## src/rtl/led_fader_pkg.sv

```systemverilog
// Shared types for the multi-channel LED fader: fade mode encoding.
package led_fader_pkg;

    localparam int MODE_W = 2;

    typedef enum logic [MODE_W-1:0] {
        FADE_CONST    = 2'd0,
        FADE_TRIANGLE = 2'd1,
        FADE_SAW      = 2'd2,
        FADE_BLINK    = 2'd3
    } mode_t;

endpackage

```

## src/rtl/led_fader_channel.sv

```systemverilog
// One fade generator: latched config, fade-rate divider and level sequencer.
module led_fader_channel
    import led_fader_pkg::*;
#(
    parameter int W      = 8,
    parameter int RATE_W = 8
) (
    input  logic              clk,
    input  logic              rstb,
    input  logic              ena_i,
    input  logic              fade_tick_i,
    input  logic              sync_i,
    input  logic              wr_i,
    input  mode_t             mode_i,
    input  logic [RATE_W-1:0] rate_i,
    input  logic [W-1:0]      level_i,
    output logic [W-1:0]      level_o
);

    localparam logic [W-1:0] MAX = '1;

    mode_t             mode_q, mode_d;
    logic [RATE_W-1:0] rate_q, rate_d;
    logic [RATE_W-1:0] rate_cnt_q, rate_cnt_d;
    logic [W-1:0]      on_level_q, on_level_d;
    logic [W-1:0]      level_q, level_d;
    logic              up_q, up_d;
    logic              fade_step;

    // NOTE: every variable gets its default first, so no branch can leave one unassigned and infer a latch.
    always_comb begin
        mode_d     = mode_q;
        rate_d     = rate_q;
        rate_cnt_d = rate_cnt_q;
        on_level_d = on_level_q;
        level_d    = level_q;
        up_d       = up_q;
        fade_step  = 1'b0;

        if (ena_i && fade_tick_i) begin
            if (rate_cnt_q == rate_q) begin
                rate_cnt_d = '0;
                fade_step  = 1'b1;
            end else begin
                rate_cnt_d = rate_cnt_q + 1'b1;
            end
        end

        if (fade_step) begin
            case (mode_q)
                FADE_TRIANGLE: begin
                    if (up_q) begin
                        if (level_q == MAX) begin
                            level_d = MAX - 1'b1;
                            up_d    = 1'b0;
                        end else begin
                            level_d = level_q + 1'b1;
                        end
                    end else begin
                        if (level_q == '0) begin
                            level_d = W'(1);
                            up_d    = 1'b1;
                        end else begin
                            level_d = level_q - 1'b1;
                        end
                    end
                end
                FADE_SAW:   level_d = (level_q == MAX) ? '0 : level_q + 1'b1;
                FADE_BLINK: level_d = (level_q == '0) ? on_level_q : '0;
                default:    level_d = level_q;
            endcase
        end

        // A config write restarts the phase itself; otherwise sync beats a coincident fade step.
        if (wr_i) begin
            mode_d     = mode_i;
            rate_d     = rate_i;
            on_level_d = level_i;
            level_d    = (mode_i == FADE_CONST) ? level_i : '0;
            up_d       = 1'b1;
            rate_cnt_d = '0;
        end else if (sync_i && (mode_q != FADE_CONST)) begin
            level_d    = '0;
            up_d       = 1'b1;
            rate_cnt_d = '0;
        end
    end

    always_ff @(posedge clk or negedge rstb) begin
        if (!rstb) begin
            mode_q     <= FADE_CONST;
            rate_q     <= '0;
            rate_cnt_q <= '0;
            on_level_q <= '0;
            level_q    <= '0;
            up_q       <= 1'b1;
        end else begin
            mode_q     <= mode_d;
            rate_q     <= rate_d;
            rate_cnt_q <= rate_cnt_d;
            on_level_q <= on_level_d;
            level_q    <= level_d;
            up_q       <= up_d;
        end
    end

    assign level_o = level_q;

endmodule

```

## src/rtl/multi_channel_led_fader.sv

```systemverilog
// N fade generators driving a shared-counter PWM bank with period-aligned duty updates.
module multi_channel_led_fader
    import led_fader_pkg::*;
#(
    parameter int CHANNELS  = 4,
    parameter int PWM_WIDTH = 8,
    parameter int RATE_W    = 8
) (
    input  logic                          clk,
    input  logic                          rstb,
    input  logic                          ena,
    input  logic                          step,
    input  logic                          fade_tick,
    input  logic                          sync,
    input  logic                          cfg_wr,
    input  logic [3:0]                    cfg_ch,
    input  logic [MODE_W-1:0]             cfg_mode,
    input  logic [RATE_W-1:0]             cfg_rate,
    input  logic [PWM_WIDTH-1:0]          cfg_level,
    output logic                          cfg_err,
    output logic [CHANNELS-1:0]           pwm_out,
    output logic [CHANNELS*PWM_WIDTH-1:0] levels,
    output logic                          period_start
);

    localparam int           W        = PWM_WIDTH;
    localparam logic [W-1:0] MAX      = '1;
    localparam logic [4:0]   CH_LIMIT = 5'(CHANNELS);

    logic [W-1:0]        pwm_cnt_q, pwm_cnt_d;
    logic [W-1:0]        duty_act_q [CHANNELS];
    logic [W-1:0]        level      [CHANNELS];
    logic [CHANNELS-1:0] pwm_q, pwm_d;
    logic                cfg_err_q, period_start_q;
    logic                pwm_adv, pwm_wrap, cfg_bad;

    assign pwm_adv   = ena && step;
    assign pwm_wrap  = pwm_adv && (pwm_cnt_q == MAX - 1'b1);
    assign cfg_bad   = {1'b0, cfg_ch} >= CH_LIMIT;
    assign pwm_cnt_d = pwm_wrap ? '0 : (pwm_adv ? pwm_cnt_q + 1'b1 : pwm_cnt_q);

    for (genvar i = 0; i < CHANNELS; i++) begin : g_ch
        led_fader_channel #(
            .W      (W),
            .RATE_W (RATE_W)
        ) u_ch (
            .clk         (clk),
            .rstb        (rstb),
            .ena_i       (ena),
            .fade_tick_i (fade_tick),
            .sync_i      (sync && ena),
            .wr_i        (cfg_wr && (cfg_ch == 4'(i))),
            .mode_i      (mode_t'(cfg_mode)),
            .rate_i      (cfg_rate),
            .level_i     (cfg_level),
            .level_o     (level[i])
        );

        assign levels[i*W +: W] = level[i];
        assign pwm_d[i]         = ena ? (pwm_cnt_q < duty_act_q[i]) : pwm_q[i];
    end

    // NOTE: sequential state uses non-blocking assignments so every flop samples pre-edge values.
    always_ff @(posedge clk or negedge rstb) begin
        if (!rstb) begin
            pwm_cnt_q      <= '0;
            pwm_q          <= '0;
            cfg_err_q      <= 1'b0;
            period_start_q <= 1'b0;
            // NOTE: duty_act is a small bank of flops, not a RAM, so it is safe to reset.
            for (int i = 0; i < CHANNELS; i++) duty_act_q[i] <= '0;
        end else begin
            pwm_cnt_q      <= pwm_cnt_d;
            pwm_q          <= pwm_d;
            cfg_err_q      <= cfg_wr && cfg_bad;
            period_start_q <= pwm_wrap;
            // Duty only changes as the counter returns to 0, so no PWM period is ever cut short.
            if (pwm_wrap) begin
                for (int i = 0; i < CHANNELS; i++) duty_act_q[i] <= level[i];
            end
        end
    end

    assign pwm_out      = pwm_q;
    assign cfg_err      = cfg_err_q;
    assign period_start = period_start_q;

endmodule

```

## config.mk

```make
export PLATFORM = sky130hd
export DESIGN_NAME = multi_channel_led_fader
export DESIGN_NICKNAME = d
export VERILOG_FILES = /design/src/rtl/led_fader_pkg.sv /design/src/rtl/led_fader_channel.sv /design/src/rtl/multi_channel_led_fader.sv
export SDC_FILE = /design/constraint.sdc
export NUM_CORES = 1
export LEC_CHECK = 0
export BUFFER_PORTS_ARGS = -buffer_cell sky130_fd_sc_hd__buf_2
export CAP_MARGIN = 40
export CORE_MARGIN = 2
export CORE_UTILIZATION = 40
export DETAILED_ROUTE_END_ITERATION = 8
export GPL_TIMING_DRIVEN = 1
export PLACE_DENSITY = 0.65
export SYNTH_ARGS = -nofsm -noshare
export SYNTH_HDL_FRONTEND = slang
export SYNTH_SLANG_ARGS = --single-unit
```

## constraint.sdc

```tcl
create_clock -name clk -period 2.5 [get_ports clk]
set_input_delay 0.5 -clock clk [delete_from_list [all_inputs] [get_ports clk]]
set_output_delay 0.5 -clock clk [all_outputs]
set_load 0.05 [all_outputs]
```

# After elaboration in Yosys (flattened, before gate mapping)
# Cells that the tools add are included.
[totals]
regBits = 186
elab_cells = 213
inputBits = 29
output_inout_bits = 38
[op_classes]
n_eq_ne = 24
magnitude_cmp = 5
reduce_logical = 48
mux = 91
add_sub_neg = 13
[ops]
columns = ["operator", "count"]
rows = [
  ["$mux W8", 51],
  ["$pmux W8 S3", 4],
  ["$add A8 B1 Y8 const B", 9],
  ["$eq A8 B8 Y1 const B", 5],
  ["$mux W1", 36],
  ["$reduce_bool A3 Y1", 12],
  ["$eq A8 B8 Y1", 4],
  ["$logic_not A8 Y1", 4],
  ["$lt A8 B8 Y1", 4],
  ["$sub A8 B1 Y8 const B", 4],
  ["$reduce_bool A5 Y1", 4],
  ["$eq A2 B2 Y1 const B", 8],
  ["$reduce_and A2 Y1", 8],
  ["$logic_and A1 B1 Y1", 13],
  ["$reduce_bool A2 Y1", 5],
  ["$eq A2 B1 Y1 const B", 4],
  ["$eq A4 B2 Y1 const B", 2],
  ["$eq A4 B1 Y1 const B", 1],
  ["$ge A4 B3 Y1 const B", 1],
  ["$logic_not A4 Y1", 1],
  ["$logic_not A2 Y1", 1],
]

# Longest topological paths before layout
[logic_depth]
depth_word = 7
mapped_depth = 10
depth_no_buf = 8

# Hierarchy
# A second synthesis with hierarchy kept.
[hier_totals]
cells_unflattened = 1321
area_unflattened_um2 = 12137.9
[by_module_without_submodules]
columns = ["module", "n_inst", "area_per_inst_um2", "cells_each", "seq_area_each_um2"]
rows = [
  ["led_fader_channel", 4, 2388.5, 264, 877.1],
  ["multi_channel_led_fader", 1, 2583.7, 265, 1151.1],
]

# Worst setup path before layout
# OpenSTA, ideal clock, no wires.
[synth_timing]
path_kind = "register to register"
startpoint = "reg g_ch[0].u_ch.level_q[0]"
endpoint = "reg g_ch[0].u_ch.level_q[2]"
t_arrival_ps = 2407
setup_slack_ps = -37
n_path_buf = 1
required_ps = 2370
period_less_slack_ps = 2537
setup_ps = 130
path_stages_with_launch = 10
cell_sequence = "dfrtp_1 > clkbuf_1 > inv_1 > ha_1 > or4b_4 > nor2_4 > nor2_1 > or3_1 > a221oi_2 > o31ai_1"
[synth_between]
elab_chain_len = 7
elab_cells_between_ends = 13
cone_classes = "add/sub: 2; eq/ne: 1; mux: 9; reduce/logical: 1"
[synth_rtl]
columns = ["element", "line", "text"]
rows = [
  ["start: declaration", "led_fader_channel.sv:26", "logic [W-1:0] level_q, level_d;"],
  ["start signal: assignment", "led_fader_channel.sv:102", "level_q <= level_d;"],
  ["$sub A8 B1 Y8 (tied with other cells)", "led_fader_channel.sv:64", "level_d = level_q - 1'b1;"],
  ["$mux W8 (on tied branches)", "led_fader_channel.sv:60, led_fader_channel.sv:53", ""],
  ["$mux W8", "led_fader_channel.sv:52", "if (up_q) begin"],
  ["$pmux W8 S3 *", "led_fader_channel.sv:50", "case (mode_q)"],
  ["$mux W8 *", "led_fader_channel.sv:49", "if (fade_step) begin"],
  ["$mux W8 *", "led_fader_channel.sv:82", "end else if (sync_i && (mode_q != FADE_CONST)) begin"],
  ["$mux W8 *", "led_fader_channel.sv:75", "if (wr_i) begin"],
]
# Mark *: on every way between the ends. The rest lies on a longest branch, timed or not. The select of a mux whose other input is x is not followed.
# A chain may end at the register's enable or synchronous reset.

# Final worst setup path
[layout_timing]
startpoint = "reg g_ch[0].u_ch.level_q[0]"
endpoint = "reg g_ch[0].u_ch.level_q[3]"
# The elaborated chain is that of the path after synthesis.

==> results_dict.tcl <==
set metrics [dict create \
    result_of_the_run "finished, final reports clean" \
    end_kind "flip-flop" \
    setup-violations-final 0 \
    fin_worst_skew_ps 15.4 \
    netlist_area_um2 11500 \
    cp_data_required_time_ps 2810 \
    cts_buffers 17 \
    drv.max_cap_violation_count 0 \
    critPathLaunchType "flip-flop" \
    register_area_share_after_synthesis_pct 40.7 \
    finalMaxSlewViolations 0 \
    clock-root-buffer "clkbuf_16" \
    initial_core_utilization_pct 40.9 \
    critical_path_class "reg -> reg" \
    synth.yosys.warnings 0 \
    pre_cts_ws_ps -11.3 \
    p_leak_uw 0.00597 \
    route.detailed.vias_per_inst 5.68 \
    io-pin-count 67 \
    fp.coreArea_um2 28000 \
    reg2reg_depth 7 \
    insertion_delay_ps 440 \
    worstSetupStartpoint "g_ch[0].u_ch.level_o[0]" \
    rsz_0062_raised_after_global_routing "false" \
    cellPowerDensity_nw_per_um2 790 \
    cts_buffer_depth 2 \
    globalRoute.totalOverflow 0 \
    final_common_cell "nand2_1" \
    tritoncts_num_sinks 186 \
    synth_flop_cell "dfrtp_1" \
    globalRouteTotalUtil_pct 22.3 \
    maxClockFrequency_ghz 0.421 \
    routed_vias 10237 \
    timing_worst_slew_pin_value_ps 630 \
    gp_routability_congestion 0.961 \
    syn-instance-count 1334 \
    vdd_ir_drop_max_v 0.000403 \
    initialDrtViolationCount 1004 \
    post_synth_num_cell_types 84 \
    synth_nets 1409 \
    floorplan.die.height_um 173 \
    row_count 61 \
    timing.reg2reg.setup_slack_ps 120 \
    first_global_vias 9569 \
    layout.cells.non_filler 1803 \
    timing.rr.end "g_ch[0].u_ch.level_o[3]" \
    syn_avg_cell_area_um2 8.59 \
    fp.dieW_um 173 \
    crit-reg2reg-launch "g_ch[0].u_ch.level_o[0]" \
    finalNetCount 1485 \
    cts_max_level 4 \
    grt_pass1_wl_mm 53.5 \
    synth-async-reset-ratio_pct 100 \
    area_growth_syn_to_layout_pct 14.1 \
    place.port_buffers 66 \
    slew_headroom_pct 58.0 \
    detail_route.drc_violations 0 \
    antenna_violations_before_repair 4 \
    synth.ff_latch_count 186 \
    grt_start_max_net_pins 70 \
    path_clk_slew_ps 80 \
    hold_path.class "in -> async" \
    drt-total-wl_mm 33.0 \
    timing.critical_path.arrival_ps 2680 \
    cts_hold_repair.buffers 0 \
    route.detailed.wl_per_inst_um 18.3 \
    worst-path-max-fanout 7 \
    detail_route.first_pass.iterations 5 \
    cts_tree "yes" \
    antenna_left 0 \
    hold_viol 0 \
    place_hpwl_mm 24.4 \
    worst_slack_ps 123 \
    post_route_cells_drive_above_1_share_pct 15.2 \
    die_area_um2 30000 \
    edff_count_synth 0 \
    timing.critical_path.to "g_ch[0].u_ch.level_o[3]" \
    place_inst 1769 \
    layout_min_cycle_time_ps 2380 \
    finalCritPeriodShare_pct 95.1 \
    most-common-layout-cells "nand2_1 (253), dfrtp_1 (181), o21ai_0 (93), nor2_1 (85)" \
]
synth_stat cells, drive strengths merged (8+ instances only):
library cell / n / area (um^2)
o22ai: 10 / 62.6
o211ai: 9 / 72.6
xnor2: 53 / 464
dfrtp: 182 / 4550
and2: 9 / 56.3
o21a: 11 / 82.6
nor4: 18 / 131
clkbuf: 54 / 203
nand2b: 19 / 119
a211oi: 9 / 67.6
inv: 61 / 229
xor2: 17 / 149
mux2: 26 / 293
nor2: 88 / 348
nand3: 41 / 205
a311oi: 8 / 70.1
mux2i: 8 / 80.1
nand2: 254 / 956
o311ai: 8 / 70.1
buf: 23 / 121
nor3: 26 / 158
nand4: 21 / 131
ha: 46 / 576
a31oi: 18 / 113
a21oi: 46 / 230
and3: 20 / 125
o21ai: 121 / 606
stage by stage:
step | setup TNS (ps) | cell area [um^2] | utilization, % | total power, uW | hold slack (ps)
detailed placement | -11.3 | 12500 | 44.6 | 7700 | 465
floorplan | 0 | 11500 | - | 6510 | 204
finish | 0 | 13100 | 46.7 | 10300 | 52.6
global route | 0 | 13100 | 46.7 | 10900 | 89.2
CTS | 0 | 13100 | 46.6 | 10300 | 89.4
global placement | -0.633 | 12500 | 44.6 | 7660 | 462
layout make-up:
class	instances	area [um^2]
clock inverter	12	110
tap	378	473
clock buffer	20	447
antenna	2	5.00
sequential	186	4660
multi-input combinational	1010	6260
inverter	61	229
timing repair buffer	134	887
fill	2745	14900
timing repair:
item / in CTS / in global routing
gates resized for setup: 1 / 2
setup endpoints to repair: 1 / 4
buffers inserted: 0 / 0
registers in the layout, summed over array words and instances, names as in the netlist:
register,cells
g_ch.u_ch.on_level_q,32
cfg_err,1
duty_act_q,32
g_ch.u_ch.rate_q,32
pwm_cnt_q,8
g_ch.u_ch.up_q,4
g_ch.u_ch.rate_cnt_q,32
period_start,1
g_ch.u_ch.mode_q,8
g_ch.u_ch.level_o,32
pwm_out,4
routing by layer:
layer	part of all wire, %	GRT usage, %
met4	2.4	6.89
met3	6.0	3.84
met2	45	33.8
met5	0.042	0
met1	47	32.4
worst min-delay path by stage:
stage	from	to	slack, ps
after floorplan	rstb	cfg_err	200
after CTS	rstb	g_ch[2].u_ch.rate_cnt_q[3]	90
after detailed placement	g_ch[1].u_ch.on_level_q[2]	g_ch[1].u_ch.on_level_q[2]	460
final	rstb	g_ch[2].u_ch.rate_cnt_q[2]	50
after global placement	g_ch[1].u_ch.on_level_q[2]	g_ch[1].u_ch.on_level_q[2]	460
after global routing	rstb	g_ch[2].u_ch.rate_cnt_q[1]	90
logic make-up after synthesis:
kind of cell	share of synthesized area [%]
and+or+nand+nor	22.7
AOI/OAI and AO/OA	18.0
DFF	40.7
buffers and inverters	4.83
xor gates and xnor gates	5.35
adders and majority gates	5.03
muxes	3.45
where the power goes:
part | switching (uW) | leakage (uW) | total (uW) | internal, uW
Sequential | 546 | 0.00228 | 4000 | 3450
Clock | 1280 | 0.000270 | 2620 | 1340
Combinational | 2270 | 0.00342 | 3720 | 1450
critical path: stages, from the launching register on:
cell,delay [ps]
dfrtp_2,400
inv_1,90
ha_1,220
or4b_4,540
nor3_4,350
a22o_1,200
a211oi_1,60
o32ai_1,360
No activity file was read; power rests on OpenSTA's default activity.
